<file path="config.mk">
export PLATFORM = sky130hd
export DESIGN_NAME = bit_serial_add_ctrl
export DESIGN_NICKNAME = d
export VERILOG_FILES = /design/src/rtl/adder_pkg.sv /design/src/rtl/adder1bit.sv /design/src/rtl/bit_serial_add_ctrl.sv
export SDC_FILE = /design/constraint.sdc
export NUM_CORES = 1
export LEC_CHECK = 0
export BUFFER_PORTS_ARGS = -buffer_cell sky130_fd_sc_hd__buf_4
export CORE_AREA = 10 10 76 78
export CTS_CLUSTER_DIAMETER = 30
export CTS_CLUSTER_SIZE = 40
export DETAILED_ROUTE_END_ITERATION = 16
export DIE_AREA = 0 0 86 88
export PLACE_DENSITY = 0.65
export SYNTH_ARGS = -nofsm -noshare
export SYNTH_HDL_FRONTEND = slang
export SYNTH_SLANG_ARGS = --single-unit
</file>
<file path="constraint.sdc">
create_clock -name clk -period 1.2 [get_ports clk]
set_input_delay 0.12 -clock clk [delete_from_list [all_inputs] [get_ports clk]]
set_output_delay 0.12 -clock clk [all_outputs]
set_load 0.02 [all_outputs]
</file>
<file path="src/rtl/adder_pkg.sv">
`default_nettype none
// ============================================================================
// Module      : adder_pkg
// Description : Shared definitions for serial arithmetic controllers:
//               FSM state encoding and the bit-counter width helper.
// Ports       : none (package)
// Revision    : 1.0 - initial release
// ============================================================================
package adder_pkg;

  // Serial controller state encoding.
  typedef enum logic [1:0] {
    IDLE = 2'b00,
    RUN  = 2'b01,
    DONE = 2'b10
  } state_t;

  // Counter width able to index bits 0..w-1; never narrower than 1 bit.
  function automatic int cnt_width(input int w);
    return (w <= 1) ? 1 : $clog2(w);
  endfunction

endpackage : adder_pkg
`default_nettype wire

</file>
<file path="src/rtl/adder1bit.sv">
`default_nettype none
// ============================================================================
// Module      : adder1bit
// Description : Single-bit full adder.
// Ports       : a, b  - addend bits
//               ci    - carry in
//               sum   - a ^ b ^ ci
//               c     - carry out
// Revision    : 1.0 - initial release
// ============================================================================
module adder1bit (
  input  logic a,
  input  logic b,
  input  logic ci,
  output logic sum,
  output logic c
);

  logic w_p;

  assign w_p = a ^ b;
  assign sum = w_p ^ ci;
  assign c   = (a & b) | (ci & w_p);

endmodule : adder1bit
`default_nettype wire

</file>
<file path="src/rtl/bit_serial_add_ctrl.sv">
`default_nettype none
// ============================================================================
// Module      : bit_serial_add_ctrl
// Description : Bit-serial WIDTH-bit adder. Operands are captured on a
//               valid/ready handshake, added LSB first one bit per clock
//               through a single full adder, and the result is held with a
//               valid/ready handshake until consumed.
// Ports       : clk, rst              - clock, async active-high reset
//               in_valid / in_ready   - operand handshake
//               a_in, b_in, cin       - operands and carry in
//               busy                  - serial addition in progress
//               out_valid / out_ready - result handshake
//               sum_out, cout         - {cout,sum_out} = a_in + b_in + cin
// Revision    : 1.0 - initial release
// ============================================================================
module bit_serial_add_ctrl
  import adder_pkg::*;
#(
  parameter int WIDTH = 8
) (
  input  logic             clk,
  input  logic             rst,
  input  logic             in_valid,
  output logic             in_ready,
  input  logic [WIDTH-1:0] a_in,
  input  logic [WIDTH-1:0] b_in,
  input  logic             cin,
  output logic             busy,
  output logic             out_valid,
  input  logic             out_ready,
  output logic [WIDTH-1:0] sum_out,
  output logic             cout
);

  localparam int             CNT_W  = cnt_width(WIDTH);
  localparam logic [CNT_W-1:0] C_LAST = CNT_W'(WIDTH - 1);

  state_t             r_state;
  state_t             w_next;
  logic [WIDTH-1:0]   r_a_sr;
  logic [WIDTH-1:0]   r_b_sr;
  logic [WIDTH-1:0]   r_s_sr;
  logic [WIDTH-1:0]   w_s_next;
  logic               r_carry;
  logic [CNT_W-1:0]   r_cnt;
  logic               w_sum;
  logic               w_c;
  logic               w_last;

  // Datapath: one full adder fed from the operand LSBs and the carry flop.
  adder1bit u_fa (
    .a   (r_a_sr[0]),
    .b   (r_b_sr[0]),
    .ci  (r_carry),
    .sum (w_sum),
    .c   (w_c)
  );

  // Result shifts in from the MSB end so bit 0 lands in place after WIDTH steps.
  generate
    if (WIDTH == 1) begin : g_s_w1
      assign w_s_next = w_sum;
    end else begin : g_s_wn
      assign w_s_next = {w_sum, r_s_sr[WIDTH-1:1]};
    end
  endgenerate

  assign w_last = (r_cnt == C_LAST);

  always_ff @(posedge clk or posedge rst) begin
    if (rst) begin
      r_state <= IDLE;
      r_a_sr  <= '0;
      r_b_sr  <= '0;
      r_s_sr  <= '0;
      r_carry <= 1'b0;
      r_cnt   <= '0;
    end else begin
      r_state <= w_next;
      unique case (r_state)
        IDLE: begin
          if (in_valid) begin
            r_a_sr  <= a_in;
            r_b_sr  <= b_in;
            r_carry <= cin;
            r_cnt   <= '0;
          end
        end
        RUN: begin
          r_a_sr  <= r_a_sr >> 1;
          r_b_sr  <= r_b_sr >> 1;
          r_s_sr  <= w_s_next;
          r_carry <= w_c;
          // Park at zero on the final bit so the counter never passes WIDTH-1.
          r_cnt   <= w_last ? '0 : r_cnt + 1'b1;
        end
        default: ;
      endcase
    end
  end

  always_comb begin
    w_next    = r_state;
    in_ready  = 1'b0;
    busy      = 1'b0;
    out_valid = 1'b0;
    sum_out   = '0;
    cout      = 1'b0;
    unique case (r_state)
      IDLE: begin
        // Gated by rst so the block never advertises ready while held in reset.
        in_ready = ~rst;
        if (in_valid && !rst) w_next = RUN;
      end
      RUN: begin
        busy = 1'b1;
        if (w_last) w_next = DONE;
      end
      DONE: begin
        out_valid = 1'b1;
        sum_out   = r_s_sr;
        cout      = r_carry;
        if (out_ready) w_next = IDLE;
      end
      default: w_next = IDLE;
    endcase
  end

endmodule : bit_serial_add_ctrl
`default_nettype wire

</file>
Word level (Yosys, flattened, before mapping)
Cells that the tools add are included.
- bits in registers: 30
- input bits: 21
- output and inout bits: 12
- logic and storage cells: 44
- $add $sub $neg: 1
- equal/unequal tests: 7
- mux-type cells: 18
- bitwise gates (word level): 6
- reduce and logical (&&, ||, !) cells: 6
- operators by type and width (kind ; count):
    8-bit case mux with 2 select lines ; 2
    8-bit 2-to-1 mux ; 3
    2-bit inequality test (second input constant) ; 4
    2-bit 2-to-1 mux ; 3
    3-bit 2-to-1 mux ; 2
    2-bit case mux with 3 select lines ; 1
    3-bit case mux with 2 select lines ; 1
    1-bit 2-to-1 mux ; 5
    3-bit by 1-bit adder with 3-bit output (second input constant) ; 1
    3-bit == test (second input constant) ; 1
    3-bit AND reduction ; 1
    1-bit bitwise AND ; 2
    2-bit by 1-bit == test with 1-bit output (second input constant) ; 1
    2-bit == test (second input constant) ; 1
    2-bit zero test ; 1
    1-bit case mux with 2 select lines ; 1
    2-bit AND reduction ; 1
    2-bit nonzero test ; 1
    1-bit XOR ; 2
    1-bit logical AND ; 1
    1-bit zero test ; 1
    1-bit inverter ; 1
    1-bit bitwise OR ; 1

Depth between registers and ports, before layout
- depth after elaboration: 4
- depth in mapped cells: 6
- depth with buffers taken out: 5

By module
A second synthesis with hierarchy kept.
- cell total of the unflattened synthesis: 156
- area total of the unflattened synthesis: 1478.9 sq um
- modules (own cells, without submodules) (module ; instances ; cells an instance ; area each (sq um) ; seq. area each (sq um)):
    bit_serial_add_ctrl ; 1 ; 155 ; 1458.9 ; 750.7
    adder1bit ; 1 ; 1 ; 20.0 ; 0.0

Worst setup path before layout
OpenSTA, ideal clock, no wires.
- kind: reg-to-reg
- from: reg r_state[1]
- to: reg r_s_sr[0]
- setup time: 125 ps
- data arrival time: 1141 ps
- required time: 1075 ps
- path slack: -66 ps
- cell stages (with the launch flop): 6
- path buffers: 3
- period minus slack after synthesis: 1266 ps
- path through: dfrtp_1 -> buf_6 -> nand2b_4 -> buf_6 -> buf_6 -> mux2_4
- word-level cells in the longest chain between the ends: 1
- RTL lines (element ; RTL line ; text):
    start, declared ; bit_serial_add_ctrl.sv:38 ; state_t r_state;
    start signal, assigned ; bit_serial_add_ctrl.sv:79 ; r_state <= w_next;
    2-bit by 1-bit == test with 1-bit output ; bit_serial_add_ctrl.sv:80 ; unique case (r_state)
    end signal, assigned ; bit_serial_add_ctrl.sv:92 ; r_s_sr <= w_s_next;
    end, declared ; bit_serial_add_ctrl.sv:42 ; logic [WIDTH-1:0] r_s_sr;
No other way between the ends.
A chain may end at the register's enable or synchronous reset.

Worst setup path after layout
- from: reg r_state[0]
- to: out busy
- word-level cells in the longest chain between the ends: 2
- RTL lines (element ; RTL line ; text):
    2-bit by 1-bit == test with 1-bit output ; bit_serial_add_ctrl.sv:109 ; unique case (r_state)
    1-bit 2-to-1 mux ; bit_serial_add_ctrl.sv:109 ;
    end, declared ; bit_serial_add_ctrl.sv:28 ; output logic busy,
No other way between the ends.

==> impl_metrics.toml <==
[yosys]
synth_common_cells = "30 x dfrtp_1, 29 x o22ai_1, 16 x a21oi_1"
synth_area_leaders = "dfrtp_1 52%, o22ai_1 12%, a21oi_1 5.5%"
yosysMostFrequentCell = "dfrtp_1"
synthXorXnorAreaFrac_pct = 0
synth-compound-area-share_pct = 22.0
syn_nets = 158
post_synth_and_or_nand_nor_area_fraction_pct = 8.95
synth_area_um2 = 1450
synth.area.mux_share_pct = 7.23
synthArstFlopShare_pct = 100
synth_fa_ha_area_share_pct = 3.10
yosysWarnings = 0
synth_top_family_by_area = "compound AO/OA/AOI/OAI gates"
synth.distinct_cells = 25
yosysSeqAreaShare_pct = 51.6
synth_edf_count = 0
syn_inst = 134
ys_ff_latch = 30
synth_top_area_share_pct = 51.6
yosys_most_used_dff = "dfrtp_1"
synth_area_per_cell_um2 = 10.8
netlist.top_cell.by_area = "dfrtp_1"

[power_and_ir_drop]
p_sw_share_pct = 35.3
pwr-share-seq_pct = 36.9
ir_worst_vdd_mv = 1.10
p_leak_nw = 0.987
p_comb_share_pct = 48.5
pwr-share-clk_pct = 14.6
cellPowerDensity_nw_per_um2 = 2310
p_int_w = 0.00334
switching_power_w = 0.00182

[final_layout]
nFillCells = 391
diodes = 0
synthToLayoutAreaGrowth_pct = 53.6
multi_input_area_um2 = 731
final_nets = 214
ff_latch_area_um2 = 753
drive_gt1_share_pct = 52.6
design_area_um2 = 2230

[route]
wl_per_cell_um = 16.7
first_iter_violations = 50
routed_wl_mm = 4.05
drc = 0
vias_per_cell = 5.27
vias = 1275
antenna_left = 0
drt_first_pass_iters = 4

[global_route]
antenna_found_initial = 0
overflow = 0
grt_first_pass_wirelength_mm = 6.15
track_usage_pct = 10.3
grt_start_max_net_pins = 31
first_global_vias = 1273

[sta]
fmax_mhz = 750
finalHoldViolations = 0
setup_viol = 34
fin_ws_ns = -0.134
period_minus_slack_ns = 1.33
slew_violations = 0
skew_ns = 0.00898
rsz0062_at_grt = "yes"
max_slew_margin_pct = 74.1
tightest_slew_ns = 0.388
finalCritPeriodShare_pct = 111
finalSetupTns_ns = -2.37
fin_hold_ws_ns = 0.0945

[clock_network]
cts_max_level = 2
clk_latency_ns = 0.29
clock-sinks = 30
clk_pin_slew_ns = 0.07
cts_tree = "built"
cts_buffers = 5
cts-root-buf = "clkbuf_8"
clock_path_buffers = 2

[run_status]
status = "complete, but fails checks"
violations = "negative setup slack"

[critical_path]
worstReg2RegEnd = "r_s_sr[4]"
cp_max_fo = 4
endpoint = "busy"
critPathLaunch = "r_state[0]"
rr_worst_depth = 4
required_ns = 1.08
rrSetupSlack_ns = -0.11
crit_path_start_kind = "flip-flop"
reg2reg_from = "r_state[0]"
end_kind = "primary output"
cp.arrival_ns = 1.21
critical_path_class = "flip-flop to primary output"

[placement]
gp_routability_congestion = 0.751
place_hpwl_mm = 2.57
io_buffer_count = 32
dpl-instance-area_um2 = 1820

[die]
rows = 24
start_util_pct = 33.9
die_w_um = 86
dieArea_um2 = 7570
fp.dieH_um = 88
io_pins = 33
core_area_um2 = 4290

[flow_run]
cap_violations = 0

[hold_path]
min-delay-start = "a_in[7]"
hold_class = "input port to flip-flop"
state kept, by name, indices dropped and copies added, names as in the netlist:
register and count:
r_a_sr 8, r_b_sr 8, r_carry 1, r_cnt 3
r_s_sr 8, r_state 2
power groups by stage:
stage          clock network (W)  logic [W]  registers, W
2_1_floorplan                  0    0.00142       0.00176
3_3_place_gp                   0    0.00185       0.00182
3_5_place_dp                   0    0.00193       0.00185
6_report                0.000754    0.00250       0.00190
4_1_cts                 0.000779    0.00215       0.00187
5_1_grt                 0.000831    0.00270       0.00196
worst min-delay path by stage:
stage,slack (ns),to,depth (start not counted)
after CTS,0.1,r_a_sr[7],3
after floorplan,0.21,r_a_sr[0],1
after detailed placement,0.25,r_state[0],3
final,0.09,r_a_sr[7],3
after global placement,0.23,r_state[0],3
after global routing,0.10,r_b_sr[7],3
per-stage QoR:
step / total power, W / setup WS (ns) / cells / util (%)
finish: 0.00516 / -0.134 / 242 / 52.0
detailed placement: 0.00378 / -0.108 / 222 / 42.4
global placement: 0.00367 / -0.0323 / 222 / 42.4
global route: 0.00549 / -0.183 / 242 / 52.0
floorplan: 0.00318 / -0.0660 / 134 / -
CTS: 0.00479 / -0.136 / 237 / 48.0
routing by layer:
metal	vias to the layer above	GRT usage [%]	routed length, um	share of wire, %
met4	0	7.19	99	2.4
met3	8	2.97	198	4.9
met5	-	0	0	0
met1	633	11.2	1610	40
met2	28	17.0	2150	53
li1	606	-	-	-
repair_timing:
action	CTS	global route
hold buffers	2	0
endpoints found under the hold margin	31	0
setup buffers	5	4
endpoints found under the setup margin	19	40
gates resized for setup	28	23
gates cloned	1	2
pin swaps	5	4
layout by cell type (no fill, tap or decap), types with 4 or more instances in the layout:
cell      count
mux2_2        4
and2_1        4
and2_4        5
mux2_4        4
buf_4        35
a21oi_1      16
clkbuf_8      5
o22ai_1      21
buf_6        17
dfrtp_1      28
inv_1         6
o22ai_2       8
worst max-delay path, stage by stage (launching register included):
cell and delay [ns]:
dfrtp_2 0.46, buf_4 0.16, nand2b_4 0.07, inv_1 0.07, buf_4 0.16
cells by family (layout without fill, tap and decap cells):
logic type,Yosys count,after routing
AOI/OAI and AO/OA,54,54
DFF,30,30
and+or+nand+nor,21,22
buffers and inverters,18,73
muxes,8,8
adders and majority gates,3,3
area by class of cell:
| type | count | share of cell area, % |
|---|---|---|
| clock buffer | 5 | 3.08 |
| clock inverter | 2 | 0.448 |
| inverter | 7 | 1.18 |
| multi-input combinational | 87 | 32.7 |
| sequential | 30 | 33.7 |
| tap | 52 | 2.91 |
| timing repair buffer | 59 | 25.9 |
Power figures use the tool's default switching activity.
